$ cat src/rtl/gen_sequencer.sv
// Generation sequencer: owns the cellular-automaton grid register, paces
// generations from run/step commands and stops on stable, extinct or limit.
module gen_sequencer #(
  parameter int unsigned WIDTH = 64,
  parameter int unsigned CNT_W = 16
) (
  input  logic             clk,
  input  logic             reset,
  input  logic             clr,
  input  logic             load,
  input  logic [WIDTH-1:0] seed,
  input  logic             run,
  input  logic             step,
  input  logic             halt_en,
  input  logic [7:0]       rate,
  input  logic [CNT_W-1:0] gen_limit,
  input  logic [WIDTH-1:0] dp_next,
  output logic [WIDTH-1:0] dp_grid,
  output logic [CNT_W-1:0] gen_count,
  output logic             busy,
  output logic             done,
  output logic [1:0]       halt_cause
);

  localparam int unsigned PRE_W = 8;

  localparam logic [1:0] CAUSE_NONE    = 2'b00;
  localparam logic [1:0] CAUSE_STABLE  = 2'b01;
  localparam logic [1:0] CAUSE_EXTINCT = 2'b10;
  localparam logic [1:0] CAUSE_LIMIT   = 2'b11;

  typedef enum logic [1:0] {
    S_IDLE = 2'd0,
    S_RUN  = 2'd1,
    S_STEP = 2'd2,
    S_HALT = 2'd3
  } state_e;

  state_e           state_q;
  logic [WIDTH-1:0] grid_q;
  logic [CNT_W-1:0] gen_count_q;
  logic [PRE_W-1:0] presc_q;
  logic [1:0]       halt_cause_q;
  logic             done_q;
  logic             busy_q;

  logic [CNT_W-1:0] gen_inc_d;
  logic [CNT_W-1:0] gen_count_d;
  logic             rate_hit_d;
  logic [1:0]       cause_d;

  // Next generation count and halt cause, evaluated from pre-tick values
  always_comb begin
    gen_inc_d   = gen_count_q + CNT_W'(1);
    gen_count_d = (&gen_count_q) ? gen_count_q : gen_inc_d;
    rate_hit_d  = (presc_q == rate);
    cause_d     = CAUSE_NONE;
    if ((gen_limit != '0) && (gen_inc_d == gen_limit)) begin
      cause_d = CAUSE_LIMIT;
    end else if (halt_en && (dp_next == '0)) begin
      cause_d = CAUSE_EXTINCT;
    end else if (halt_en && (dp_next == grid_q)) begin
      cause_d = CAUSE_STABLE;
    end
  end

  // Sequencer FSM with grid, counter, prescaler and registered status outputs
  always_ff @(posedge clk) begin
    if (reset) begin
      state_q      <= S_IDLE;
      grid_q       <= '0;
      gen_count_q  <= '0;
      presc_q      <= '0;
      halt_cause_q <= CAUSE_NONE;
      done_q       <= 1'b0;
      busy_q       <= 1'b0;
    end else if (clr || load) begin
      state_q      <= S_IDLE;
      grid_q       <= clr ? '0 : seed;
      gen_count_q  <= '0;
      presc_q      <= '0;
      halt_cause_q <= CAUSE_NONE;
      done_q       <= 1'b0;
      busy_q       <= 1'b0;
    end else begin
      done_q <= 1'b0;
      case (state_q)
        S_IDLE: begin
          presc_q <= '0;
          if (run) begin
            state_q <= S_RUN;
            busy_q  <= 1'b1;
          end else if (step) begin
            state_q <= S_STEP;
            busy_q  <= 1'b1;
          end
        end
        S_RUN: begin
          if (!run) begin
            state_q <= S_IDLE;
            busy_q  <= 1'b0;
            presc_q <= '0;
          end else if (rate_hit_d) begin
            grid_q      <= dp_next;
            gen_count_q <= gen_count_d;
            presc_q     <= '0;
            if (cause_d != CAUSE_NONE) begin
              state_q      <= S_HALT;
              busy_q       <= 1'b0;
              done_q       <= 1'b1;
              halt_cause_q <= cause_d;
            end
          end else begin
            presc_q <= presc_q + PRE_W'(1);
          end
        end
        S_STEP: begin
          grid_q      <= dp_next;
          gen_count_q <= gen_count_d;
          busy_q      <= 1'b0;
          if (cause_d != CAUSE_NONE) begin
            state_q      <= S_HALT;
            done_q       <= 1'b1;
            halt_cause_q <= cause_d;
          end else begin
            state_q <= S_IDLE;
          end
        end
        S_HALT: begin
          busy_q <= 1'b0;
        end
        default: begin
          state_q <= S_IDLE;
          busy_q  <= 1'b0;
        end
      endcase
    end
  end

  assign dp_grid    = grid_q;
  assign gen_count  = gen_count_q;
  assign busy       = busy_q;
  assign done       = done_q;
  assign halt_cause = halt_cause_q;

endmodule
$ cat config.mk
export PLATFORM = sky130hd
export DESIGN_NAME = gen_sequencer
export DESIGN_NICKNAME = d
export VERILOG_FILES = /design/src/rtl/gen_sequencer.sv
export SDC_FILE = /design/constraint.sdc
export NUM_CORES = 1
export LEC_CHECK = 0
export BUFFER_PORTS_ARGS = -buffer_cell sky130_fd_sc_hd__buf_2
export CORE_ASPECT_RATIO = 1.2
export CORE_MARGIN = 1
export CORE_UTILIZATION = 49
export CTS_CLUSTER_DIAMETER = 150
export DETAILED_ROUTE_END_ITERATION = 8
export MAX_ROUTING_LAYER = met4
export PLACE_DENSITY = 0.81
export SYNTH_ARGS = -nofsm -noshare
export SYNTH_HDL_FRONTEND = slang
export SYNTH_SLANG_ARGS = --single-unit
$ cat constraint.sdc
create_clock -name clk -period 3.75 [get_ports clk]
set_clock_uncertainty 0.2 [all_clocks]
set_input_delay 0.75 -clock clk [delete_from_list [all_inputs] [get_ports clk]]
set_output_delay 0.75 -clock clk [all_outputs]
set_load 0.01 [all_outputs]
==> reports/metrics.yaml, run 1 <==
outcome:
  status: "finished, final reports clean"
clocking:
  postCtsHoldBufs: 0
  clk_path_buf_depth: 2
  h-tree-depth: 3
  ctsResizeCount: 0
  cts_setup_buffers: 0
  clk_pin_slew_ns: 0.07
  root_buffer: "clkbuf_16"
  numCtsBuffers: 9
  tritoncts: "done"
  clock-sinks: 94
  clock_latency_ns: 0.34
global_routing:
  antenna_found_initial: 1
  grt_pass1_vias: 5962
  grt.overflow.total: 0
  grt_max_degree: 129
  track_usage_pct: 31.83
  grt_pass1_wl_um: 29790
power:
  p_total_mw: 2.479
  leakagePower_nw: 3.447
  ir_worst_vdd_v: 0.0002654
  power_density_nw_per_um2: 330.0
floorplan:
  fp.dieArea_um2: 12540
  initial_core_util_pct: 50.76
  core_um2: 11670
  rows: 43
  die_h_um: 122.5
  die_w_um: 102.4
  io_pins: 243
timing:
  rsz0062_at_grt: "no"
  worst_pin_slew_ns: 1.224
  max_freq_mhz: 335.2
  setup_slack_ns: 0.7663
  fin_crit_sh_pct: 79.57
  tns_ns: 0
  layout_min_cycle_time_ns: 2.984
  slew-limit-headroom_pct: 18.40
  final-setup-viol-count: 0
  final_max_slew_viol_count: 0
  hold_viol: 0
drt:
  drc: 0
  drt_iter0_drc: 316
  vias: 6393
  wl_um: 19410
  drt-vias-per-instance: 5.703
  wl_per_cell_um: 17.32
  dr.pass1.iters: 5
  drtAntennaViolNets: 0
place:
  pre_cts_slack_ns: 0.5859
  hpwlAfterDp_um: 14730
  gp_congestion: 0.9369
  port_buffers: 242
yosys:
  synth_area_per_cell_um2: 7.975
  synth_ff_type: "dfxtp_1"
  synth.distinct_cells: 58
  synth_edf_count: 0
  syn_area_um2: 5926
  yosysWarnings: 0
  ys_seq_area_share_pct: 31.76
  synth-async-reset-ratio_pct: 0
  synth_fp_nets: 908
  ys_ff_latch: 94
  syn_inst: 743
cells_and_area:
  layout_commonest_cell: "buf_2"
  mostFrequentLayoutCells: "241 x buf_2, 103 x nor2_1, 94 x dfxtp_1"
  area_delta_synth_final_pct: 26.79
  fin_nets: 1124
  post-route-util_pct: 64.36
  drive_above_1_share_pct: 28.87
critical_path:
  endpoint_kind: "flop"
  critPathMaxFanout: 7
  reg2reg_slack_ns: 0.77
  r2r_end: "state_q[1]"
  path_class: "reg -> reg"
  worstReg2RegStart: "gen_count[0]"
  crit_end: "state_q[1]"
  required_ns: 3.81
  reg2reg_depth: 9
  cp.arrival_ns: 3.04
  crit_start: "gen_count[0]"
  critPathLaunchType: "flop"
min_path:
  hp-class: "reg -> reg"
flow_run:
  cap_violations: 0
[metal layers]
metal	GRT usage (%)	share of wire, %
met1	36.73	39
met2	53.90	50
met3	5.752	7.4
met4	13.39	3.9
met5	-	0
[worst min path at each step]
| stage | from | to | depth (start not counted) |
|---|---|---|---|
| after floorplan | presc_q[3] | presc_q[3] | 2 |
| after global placement | halt_cause[1] | halt_cause[1] | 2 |
| after detailed placement | halt_cause[0] | halt_cause[0] | 2 |
| after CTS | halt_cause[0] | halt_cause[0] | 2 |
| after global routing | halt_cause[1] | halt_cause[1] | 2 |
| final | halt_cause[0] | halt_cause[0] | 2 |
[worst max-delay path, stage by stage, from the launching register on]
cell,delay (ns)
dfxtp_1,0.46
ha_1,0.27
nand3_1,0.24
nor3_1,0.47
nand2_1,0.20
and3_2,0.24
o2111ai_4,0.28
a31oi_4,0.15
a211o_2,0.31
o31ai_1,0.06
[report_power, final]
part           internal, mW  switching, mW  total (mW)
clock                 0.527          0.392       0.919
sequential             1.03         0.0343        1.07
combinational         0.209          0.282       0.491
total                  1.77          0.708        2.48
[state kept, by name, summed over array words and instances, names as in the netlist]
signal / flops
busy: 1
done: 1
dp_grid: 64
gen_count: 16
halt_cause: 2
presc_q: 8
state_q: 2
[through the flow]
step	cell area [um2]	hold WS (ns)	std cells
2_1_floorplan	5926	0.2733	743
3_3_place_gp	7222	0.2808	1105
3_5_place_dp	7222	0.2884	1105
4_1_cts	7511	0.2972	1120
5_1_grt	7513	0.3404	1121
6_report	7513	0.2952	1121
[Yosys cell counts (all sizes together), types with 2 or more instances]
master,instances,area (um2)
nor4,33,206.5
a2111oi,3,45.05
and3,9,58.80
nand2,26,100.1
o22ai,4,25.02
and4,2,17.52
nand3b,3,22.52
a22o,3,27.53
nor2b,3,18.77
or3,2,13.77
nor3,77,390.4
nand3,14,75.07
o2111ai,2,35.04
nand2b,2,12.51
clkbuf,40,150.1
nand4,14,93.84
buf,3,15.02
a211oi,6,45.04
and2,2,12.51
a31oi,3,33.78
o21ai,6,30.03
o31ai,3,22.52
o2bb2ai,3,26.28
mux2i,67,670.6
xnor2,31,271.5
or2,2,12.52
or4,2,15.01
nor2,103,386.6
dfxtp,94,1882
a211o,2,18.77
xor2,62,543.0
inv,22,82.58
o211ai,3,22.52
ha,6,75.07
a21oi,76,380.4
[layout make-up]
type                            instances  area [um2]
Fill cell                            1058        4161
Antenna cell                            1       2.502
Clock buffer                           10       239.0
Inverter                               22       82.58
Timing Repair Buffer                  248        1259
Sequential cell                        94        1882
Multi-Input combinational cell        584        3802
Tap cell                              157       196.4
Clock inverter                          5       50.05
[cell families after synthesis]
kind of cell / share of synthesized area (%)
flops: 31.76
xor+xnor: 13.75
buf+inv: 4.181
mux: 11.32
compound gates: 13.05
simple gates: 24.68
fa+ha+maj: 1.267
Note: power is estimated with default switching activity, not from simulation.
==> run 2, diff against run 1 <==
==> constraint.sdc (replaced) <==
create_clock -name clk -period 2.9 [get_ports clk]
set_clock_uncertainty 0.2 [all_clocks]
set_input_delay 0.58 -clock clk [delete_from_list [all_inputs] [get_ports clk]]
set_output_delay 0.58 -clock clk [all_outputs]
set_load 0.01 [all_outputs]
==> run 2 against run 1 <==
  * Via count increased by 2.1%
  * Combinational power rose by 33%
  * Sequential share of layout area shrank 0.53 points
  * First-iteration DRC count grew 13%
  * Critical endpoint unchanged
  * Register-to-register slack got worse by 0.64 ns
  * Largest power group unchanged
  * Clock-buffer cell count increased by 3
  * Total power grew 34%
  * Critical path depth up 1
  * Routed wire length increased by 5.0%
==> reports/metrics.yaml, run 2 (synthesized netlist as in run 1, its figures left out) <==
outcome:
  status: "finished, final reports clean"  # unchanged
drt:
  drt-vias-per-instance: 5.740  # was 5.703
  drtAntennaViolNets: 0  # unchanged
  drc: 0  # unchanged
  wl_met1_um: 7947  # was 7564 um
  vias: 6526  # was 6393
  routed-wl-met2_um: 10270  # was 9658 um
  top_layer_used: "met4"  # unchanged
  wl_um: 20390  # was 19410 um
  wl_met3_um: 1472  # was 1435 um
  dr.pass1.iters: 5  # unchanged
  wl_per_cell_um: 17.93  # was 17.32 um
  drt_iter0_drc: 356  # was 316
cells_and_area:
  layout_commonest_cell: "buf_2"  # unchanged
  drive_above_1_share_pct: 29.89  # was 28.87%
  fill_cells: 1061  # was 1058
  area_delta_synth_final_pct: 29.60  # was 26.79%
  mostFrequentLayoutCells: "241 x buf_2, 103 x nor2_1, 93 x dfxtp_1"  # was 241 x buf_2, 103 x nor2_1, 94 x dfxtp_1
  largest_register_ffs: 64  # unchanged
  fin_nets: 1137  # was 1124
place:
  gp_congestion: 1.029  # was 0.9369
  pre_cts_slack_ns: -0.08674  # was 0.5859 ns
  hpwlAfterDp_um: 15210  # was 14730 um
  port_buffers: 242  # unchanged
flow_run:
  cap_violations: 0  # unchanged
timing:
  setup_slack_ns: 0.1305  # was 0.7663 ns
  tns_ns: 0  # unchanged
  final-setup-viol-count: 0  # unchanged
  slew-limit-headroom_pct: 50.68  # was 18.40%
  layout_min_cycle_time_ns: 2.770  # was 2.984 ns
  fin_crit_sh_pct: 95.50  # was 79.57%
  worst_pin_slew_ns: 0.7399  # was 1.224 ns
  hold_viol: 0  # unchanged
  rsz0062_at_grt: "no"  # unchanged
  max_freq_mhz: 361.1  # was 335.2 MHz
  final_max_slew_viol_count: 0  # unchanged
floorplan:
  initial_core_util_pct: 50.76  # unchanged
  io_pins: 243  # unchanged
  core_um2: 11670  # unchanged
  die_w_um: 102.4  # unchanged
  die_h_um: 122.5  # unchanged
  fp.dieArea_um2: 12540  # unchanged
  rows: 43  # unchanged
power:
  p_sw_share_pct: 27.97  # was 28.57%
  p_comb_share_pct: 19.6  # was 19.8%
  power_frac_clock_pct: 38.8  # was 37.1%
  ir_worst_vdd_v: 0.0002591  # was 0.0002654 V
  p_sw_mw: 0.9314  # was 0.7082 mW
  leakagePower_nw: 3.525  # was 3.447 nW
  power_density_nw_per_um2: 433.6  # was 330.0 nW/um2
  p_int_mw: 2.398  # was 1.771 mW
  p_seq_share_pct: 41.6  # was 43.1%
clocking:
  clk_path_buf_depth: 2  # unchanged
  clk_pin_slew_ns: 0.07  # about the same
  numCtsBuffers: 9  # unchanged
  tritoncts: "done"  # unchanged
  postCtsHoldBufs: 0  # unchanged
  clock-sinks: 94  # unchanged
  cts_setup_buffers: 0  # unchanged
  clock_latency_ns: 0.35  # was 0.34 ns
  h-tree-depth: 3  # unchanged
  ctsResizeCount: 0  # unchanged
  root_buffer: "clkbuf_16"  # unchanged
global_routing:
  grt_pass1_vias: 6079  # was 5962
  antenna_found_initial: 1  # unchanged
  grt_max_degree: 129  # unchanged
  track_usage_pct: 33.09  # was 31.83%
  grt.overflow.total: 0  # unchanged
  grt_pass1_wl_um: 30600  # was 29790 um
critical_path:
  path_class: "reg -> reg"  # unchanged
  critPathMaxFanout: 6  # was 7
  cp.arrival_ns: 2.83  # was 3.04 ns
  endpoint_kind: "flop"  # unchanged
  required_ns: 2.96  # was 3.81 ns
  reg2reg_slack_ns: 0.13  # was 0.77 ns
  critPathLaunchType: "flop"  # unchanged
min_path:
  hp-class: "reg -> reg"  # unchanged
[run 2: cell count changes in the layout (fill, tap and decap cells not counted), sizes merged]
cell	before	now
diode	1	3
clkbuf	10	13
bufinv	1	2
clkinvlp	0	1
buf	248	261
clkinv	4	0
[run 2: worst max-delay path: stages, from the launching register on]
cell and delay [ns]:
dfxtp_1 0.40, ha_1 0.27, nand3_1 0.14, buf_4 0.19, nor3_1 0.29, nand2_1 0.16, and3_2 0.23, o2111ai_4 0.27
a31oi_4 0.16, a211o_2 0.32, o31ai_1 0.06
[run 2: layout make-up]
type                    instances  area (um2)  share of cell area [%]
well taps                     157       196.4                   2.558
clock buffers                  13       250.2                   3.258
clock inverters                 3       67.56                  0.8798
multi-input cells             584        3811                   49.63
inverters                      22       82.58                   1.075
repair buffers                261        1381                   17.99
flip-flops and latches         94        1883                   24.52
diodes                          3       7.507                 0.09775
[run 2: routing by layer]
layer,up-vias,GRT usage (%)
li1,3122,-
met1,3045,37.82
met2,312,56.54
met3,47,6.093
met4,0,13.57
met5,-,-
[run 2: worst paths after layout]
check / end / from / depth (start not counted)
hold / removal: halt_cause[1] / halt_cause[1] / 2
hold reg to reg: halt_cause[1] / halt_cause[1] / 2
setup reg to reg: state_q[1] / gen_count[1] / 10
setup / recovery: state_q[1] / gen_count[1] / 10
[run 2: stage by stage]
stage / total power, mW / cells / hold slack [ns] / utilization, % / area [um2]
floorplan: 1.750 / 743 / 0.2733 / - / 5926
global placement: 2.042 / 1118 / 0.2795 / 62.91 / 7345
detailed placement: 2.050 / 1118 / 0.2905 / 62.91 / 7345
CTS: 3.320 / 1134 / 0.3191 / 65.63 / 7662
global route: 3.448 / 1135 / 0.3433 / 65.74 / 7675
finish: 3.330 / 1137 / 0.3085 / 65.78 / 7680
[run 2: power groups by stage]
| stage | logic [mW] | registers, mW | clock network [mW] |
|---|---|---|---|
| 2_1_floorplan | 0.324 | 1.43 | 0 |
| 3_3_place_gp | 0.631 | 1.41 | 0 |
| 3_5_place_dp | 0.639 | 1.41 | 0 |
| 4_1_cts | 0.644 | 1.38 | 1.29 |
| 5_1_grt | 0.703 | 1.39 | 1.35 |
| 6_report | 0.652 | 1.39 | 1.29 |
